File: src/rtl/program_loader_if.sv
// Instruction stream (valid/ready) and instruction-memory write port between
// the program source, the loader and the instruction memory.
interface program_loader_if #(
  parameter int unsigned ADDR_W = 7,
  parameter int unsigned DATA_W = 16
);
  logic [DATA_W-1:0] In_Data;
  logic              In_Valid;
  logic              In_Ready;
  logic [ADDR_W-1:0] IM_Addr;
  logic [DATA_W-1:0] IM_Data;
  logic              IM_Wr;

  modport master (
    output In_Data, In_Valid,
    input  In_Ready, IM_Addr, IM_Data, IM_Wr
  );

  modport slave (
    input  In_Data, In_Valid,
    output In_Ready, IM_Addr, IM_Data, IM_Wr
  );
endinterface

File: src/rtl/program_loader.sv
// Streams a program into instruction memory while the processor is held in reset,
// then releases the processor and watches its IR for the halt word.
module program_loader #(
  parameter int unsigned       ADDR_W    = 7,
  parameter int unsigned       DATA_W    = 16,
  parameter logic [DATA_W-1:0] HALT_WORD = 16'h5000
) (
  input  logic              Clk,
  input  logic              Reset,
  input  logic              Load_Start,
  input  logic [ADDR_W:0]   Load_Len,
  program_loader_if.slave   bus,
  output logic              CPU_Reset,
  input  logic [DATA_W-1:0] IR_In,
  output logic              Busy,
  output logic              Halted,
  output logic              Done,
  output logic              Err
);

  typedef enum logic [2:0] {StIdle, StLoad, StRelease, StRun, StHalt} state_e;

  localparam logic [ADDR_W:0] LenMax = {1'b1, {ADDR_W{1'b0}}};

  state_e            state_q, state_d;
  logic [ADDR_W:0]   count_q, count_d;
  logic [ADDR_W:0]   len_q, len_d;
  logic              blank_q, blank_d;
  logic              err_q, err_d;
  logic              done_q, done_d;
  logic              im_wr_q;
  logic [ADDR_W-1:0] im_addr_q;
  logic [DATA_W-1:0] im_data_q;
  logic              len_ok;
  logic              xfer;

  assign len_ok = (Load_Len != '0) && (Load_Len <= LenMax);
  assign xfer   = bus.In_Valid && (state_q == StLoad);

  always_comb begin
    state_d = state_q;
    count_d = count_q;
    len_d   = len_q;
    blank_d = 1'b0;
    err_d   = 1'b0;
    done_d  = 1'b0;
    unique case (state_q)
      StIdle, StRun, StHalt: begin
        if (Load_Start) begin
          if (len_ok) begin
            len_d   = Load_Len;
            count_d = '0;
            state_d = StLoad;
          end else begin
            err_d = 1'b1;
          end
        end else if (state_q == StRun && !blank_q && IR_In == HALT_WORD) begin
          state_d = StHalt;
          done_d  = 1'b1;
        end
      end
      StLoad: begin
        if (xfer) begin
          count_d = count_q + 1'b1;
          if (count_q == len_q - 1'b1) begin
            state_d = StRelease;
          end
        end
      end
      StRelease: begin
        state_d = StRun;
        // The processor is still leaving reset in its first cycle; its IR is stale.
        blank_d = 1'b1;
      end
      default: state_d = StIdle;
    endcase
  end

  always_ff @(posedge Clk or negedge Reset) begin
    if (!Reset) begin
      state_q   <= StIdle;
      count_q   <= '0;
      len_q     <= '0;
      blank_q   <= 1'b0;
      err_q     <= 1'b0;
      done_q    <= 1'b0;
      im_wr_q   <= 1'b0;
      im_addr_q <= '0;
      im_data_q <= '0;
    end else begin
      state_q <= state_d;
      count_q <= count_d;
      len_q   <= len_d;
      blank_q <= blank_d;
      err_q   <= err_d;
      done_q  <= done_d;
      im_wr_q <= xfer;
      if (xfer) begin
        im_addr_q <= count_q[ADDR_W-1:0];
        im_data_q <= bus.In_Data;
      end
    end
  end

  assign bus.In_Ready = (state_q == StLoad);
  assign bus.IM_Wr    = im_wr_q;
  assign bus.IM_Addr  = im_addr_q;
  assign bus.IM_Data  = im_data_q;
  assign Busy         = (state_q == StLoad) || (state_q == StRelease);
  assign CPU_Reset    = (state_q == StRun) || (state_q == StHalt);
  assign Halted       = (state_q == StHalt);
  assign Done         = done_q;
  assign Err          = err_q;

endmodule

File: src/flat_wrapper.sv
// flat-port wrapper written by rule: the top's interface ports become plain ports
module program_loader_flat 
#(
  parameter int unsigned       ADDR_W    = 7,
  parameter int unsigned       DATA_W    = 16,
  parameter logic [DATA_W-1:0] HALT_WORD = 16'h5000
)
  (Clk, Reset, Load_Start, Load_Len, CPU_Reset, IR_In, Busy, Halted, Done, Err, bus_In_Data, bus_In_Valid, bus_In_Ready, bus_IM_Addr, bus_IM_Data, bus_IM_Wr);
  program_loader_if #(.ADDR_W(ADDR_W), .DATA_W(DATA_W)) bus_i ();
  input  logic Clk;
  input  logic Reset;
  input  logic Load_Start;
  input  logic [ADDR_W:0] Load_Len;
  output logic CPU_Reset;
  input  logic [DATA_W-1:0] IR_In;
  output logic Busy;
  output logic Halted;
  output logic Done;
  output logic Err;
  input wire logic [$bits(bus_i.In_Data)-1:0] bus_In_Data;
  input wire logic [$bits(bus_i.In_Valid)-1:0] bus_In_Valid;
  output wire logic [$bits(bus_i.In_Ready)-1:0] bus_In_Ready;
  output wire logic [$bits(bus_i.IM_Addr)-1:0] bus_IM_Addr;
  output wire logic [$bits(bus_i.IM_Data)-1:0] bus_IM_Data;
  output wire logic [$bits(bus_i.IM_Wr)-1:0] bus_IM_Wr;
  assign bus_i.In_Data = bus_In_Data;
  assign bus_i.In_Valid = bus_In_Valid;
  assign bus_In_Ready = bus_i.In_Ready;
  assign bus_IM_Addr = bus_i.IM_Addr;
  assign bus_IM_Data = bus_i.IM_Data;
  assign bus_IM_Wr = bus_i.IM_Wr;
  program_loader #(.ADDR_W(ADDR_W), .DATA_W(DATA_W), .HALT_WORD(HALT_WORD)) u_core (.Clk(Clk), .Reset(Reset), .Load_Start(Load_Start), .Load_Len(Load_Len), .bus(bus_i), .CPU_Reset(CPU_Reset), .IR_In(IR_In), .Busy(Busy), .Halted(Halted), .Done(Done), .Err(Err));
endmodule
File: config.mk
export PLATFORM = sky130hd
export DESIGN_NAME = program_loader_flat
export DESIGN_NICKNAME = d
export VERILOG_FILES = /design/src/rtl/program_loader_if.sv /design/src/rtl/program_loader.sv /design/src/flat_wrapper.sv
export SDC_FILE = /design/constraint.sdc
export NUM_CORES = 1
export LEC_CHECK = 0
export ABC_AREA = 1
export CORE_ASPECT_RATIO = 1.1
export CORE_UTILIZATION = 42
export CTS_CLUSTER_SIZE = 8
export DETAILED_ROUTE_END_ITERATION = 6
export GPL_TIMING_DRIVEN = 0
export HOLD_SLACK_MARGIN = 0.1
export PLACE_DENSITY = 0.81
export SYNTH_ARGS = -nofsm -noshare
export SYNTH_HDL_FRONTEND = slang
export SYNTH_SLANG_ARGS = --single-unit
File: constraint.sdc
create_clock -name Clk -period 1.6 [get_ports Clk]
set_input_delay 0.48 -clock Clk [delete_from_list [all_inputs] [get_ports Clk]]
set_output_delay 0.48 -clock Clk [all_outputs]
set_load 0.005 [all_outputs]
==> run metrics <==
Synth Register Bits 46; Max Slew Vio Count 0; post-synthesis sequential area ratio 47.2%; Relative slew margins 72.9%; post-synth top area cell dfrtp_1; Reg clk slew, reported paths 80 ps; final worst slack -230 ps; CP Cell Sequence inv_2 > nor3_4 > buf_6 > inv_4 > nand2_2 > buf_6; final setup violation count 40; share of post-route cells with drive strength above 1 between 30% and 40%; antenna violations before repair 0; fin crit share 114%; RSZ-0062 raised after global routing true; die area 6110 um^2; Mapped Nets 358; Synth Cell Area 2440 um^2; HP Class primary input to asynchronous set/reset pin; synth unique cells 31; Cells after Synth 312; Routed Antenna Nets 0; DR vias 2459; syn_area_per_cell between 7 and 8 um^2; Peak VDD IR 0.000983 V; Crit. End Element output port; slowest cell on the critical path dfrtp_1; later-pin clock latency in the skew report approximately 300 ps; largest cells by area after synthesis dfrtp_1, nand2_1, inv_1; Area Overhead vs Synth 59.1%; post-DP HPWL 4.15 mm; Pwr Density 1640 nW/um^2; DRC errors left 0; first-pass GRT wire length 9.95 mm; vias per cell 4.88; most common cell in the synthesized netlist nand2_1; root buffer cell clkbuf_8; P_leak 1.97 nW; vias in the first global route approximately 2300; Core ar. 5500 um^2; most frequent CP cell buf_6; final hold viol count 0; DR iter-0 viols 83; post-route insts no fill 504; Setup crit start kind flip-flop; yosys warns 0; initial core utilization 44.3%; status finished, violations left; first-pass iteration count of the detailed router 4; number of H-tree levels 2; final setup skew 6.95 ps; Post-Place Cells 461; max incr delay on CP 400 ps; Worst-Margin Slew about 410 ps; Avg WL per Cell 13.2 um; Highest Clock Rate 0.547 GHz; ys flop type dfrtp_1; Worst Path Max Fanout 3; Die Height 81.9 um; WS Path Type flip-flop to output port; GRT overflow 0; Max Cap Viol 0; failing checks setup timing; die span in x between 70 and 80 um; async set-reset flop share out of synthesis 100%; Max clock buf depth 2; antenna cells 0; GPL Wtd Cong 0.805; Min Hold Slack 102 ps; Num CTS Buffers 5; drt total wl 6.64 mm; fin util between 70% and 80%; number of top-level pins 74; num rows 28; Worst EP arrival around 1400 ps; Critical Path RT 1120 ps; Fin Setup TNS -3750 ps; fin nets 475; overall routing resource usage about a fifth; Synth top area share between 40% and 50%; top cells by count, synth nand2_1, dfrtp_1, inv_1; clock sinks 46; CTS tree done; final period demand of the worst path ~1800 ps; largest net degree at the start of global routing 30; EDFF count, synth 0; PortBufs 73
[metrics by stage]
step	instance area [um^2]	worst slack (ps)	power, mW
2_1_floorplan	2440	5.85	3.49
3_3_place_gp	3260	-1170	4.39
3_5_place_dp	3280	-575	4.49
4_1_cts	3690	-170	5.91
5_1_grt	3880	-328	6.84
6_report	3880	-230	6.36
[layer usage]
layer | vias up | GRT usage [%] | routed length, um
li1 | 1206 | - | -
met1 | 1151 | 23.5 | 2490
met2 | 90 | 38.4 | 3610
met3 | 12 | 5.52 | 426
met4 | 0 | 9.25 | 111
met5 | - | 0 | 0
[cells by family after synthesis]
kind of cell,Yosys count,share of synthesized area [%]
fa+ha+maj,2,1.03
buf+inv,44,8.62
simple gates,184,32.4
flops,46,47.2
compound gates,28,7.90
xor+xnor,8,2.87
[cell usage in the layout, fill, tap and decap left out, types with 6 or more instances in the layout]
cell type	count
buf_4	23
buf_6	18
clkdlybuf4s50_1	37
dfrtp_1	44
dlygate4sd2_1	30
inv_1	19
inv_2	13
nand2_1	105
nand2_2	17
nand2_4	8
nand3_1	12
nor2_1	21
o21ai_2	12
xor2_1	6
[repair_timing]
item                                    in CTS  in global routing
buffers inserted                            29                  4
gates resized for setup                    101                 47
pin swaps                                   16                  9
gates cloned                                 1                  2
hold buffers                                 0                  0
endpoints found under the setup margin      47                 48
[state kept, by name, summed over array words and instances (netlist names)]
register,cells
u_core.Done,1
u_core.Err,1
u_core.blank_q,1
u_core.bus.IM_Addr,7
u_core.bus.IM_Data,16
u_core.bus.IM_Wr,1
u_core.count_q,8
u_core.len_q,8
u_core.state_q,3
[where the power goes]
part           total (mW)  internal [mW]  switching, mW
clock               0.662          0.293          0.369
combinational        3.87           1.93           1.94
sequential           1.83           1.54          0.285
total                6.36           3.76           2.60
[final cells by class]
type | instances | area (um^2)
clock inverter | 2 | 10.0
multi-input combinational | 222 | 1260
fill | 453 | 1620
clock buffer | 5 | 68.8
inverter | 35 | 139
sequential | 46 | 1150
timing repair buffer | 110 | 1050
buffer | 9 | 101
tap | 75 | 93.8
[critical path: cells and delay by family, from the launching register on]
kind	cells	cell delay (ps)
buffers and inverters	4	350
and+or+nand+nor	2	310
DFF	1	400
[worst paths after layout]
check | start | to | slack [ps] | cells past startpoint
setup / recovery | u_core.state_q[0] | Busy | -230 | 6
hold / removal | Reset | u_core.bus.IM_Data[11] | 100 | 1
setup reg to reg | u_core.len_q[1] | u_core.state_q[2] | -170 | 13
hold reg to reg | u_core.bus.IM_Data[9] | u_core.bus.IM_Data[9] | 470 | 2
max in group asynchronous | Reset | u_core.state_q[2] | 1010 | 2
min in group Clk | u_core.bus.IM_Data[9] | u_core.bus.IM_Data[9] | 470 | 2
(Power assumes the default switching activity.)
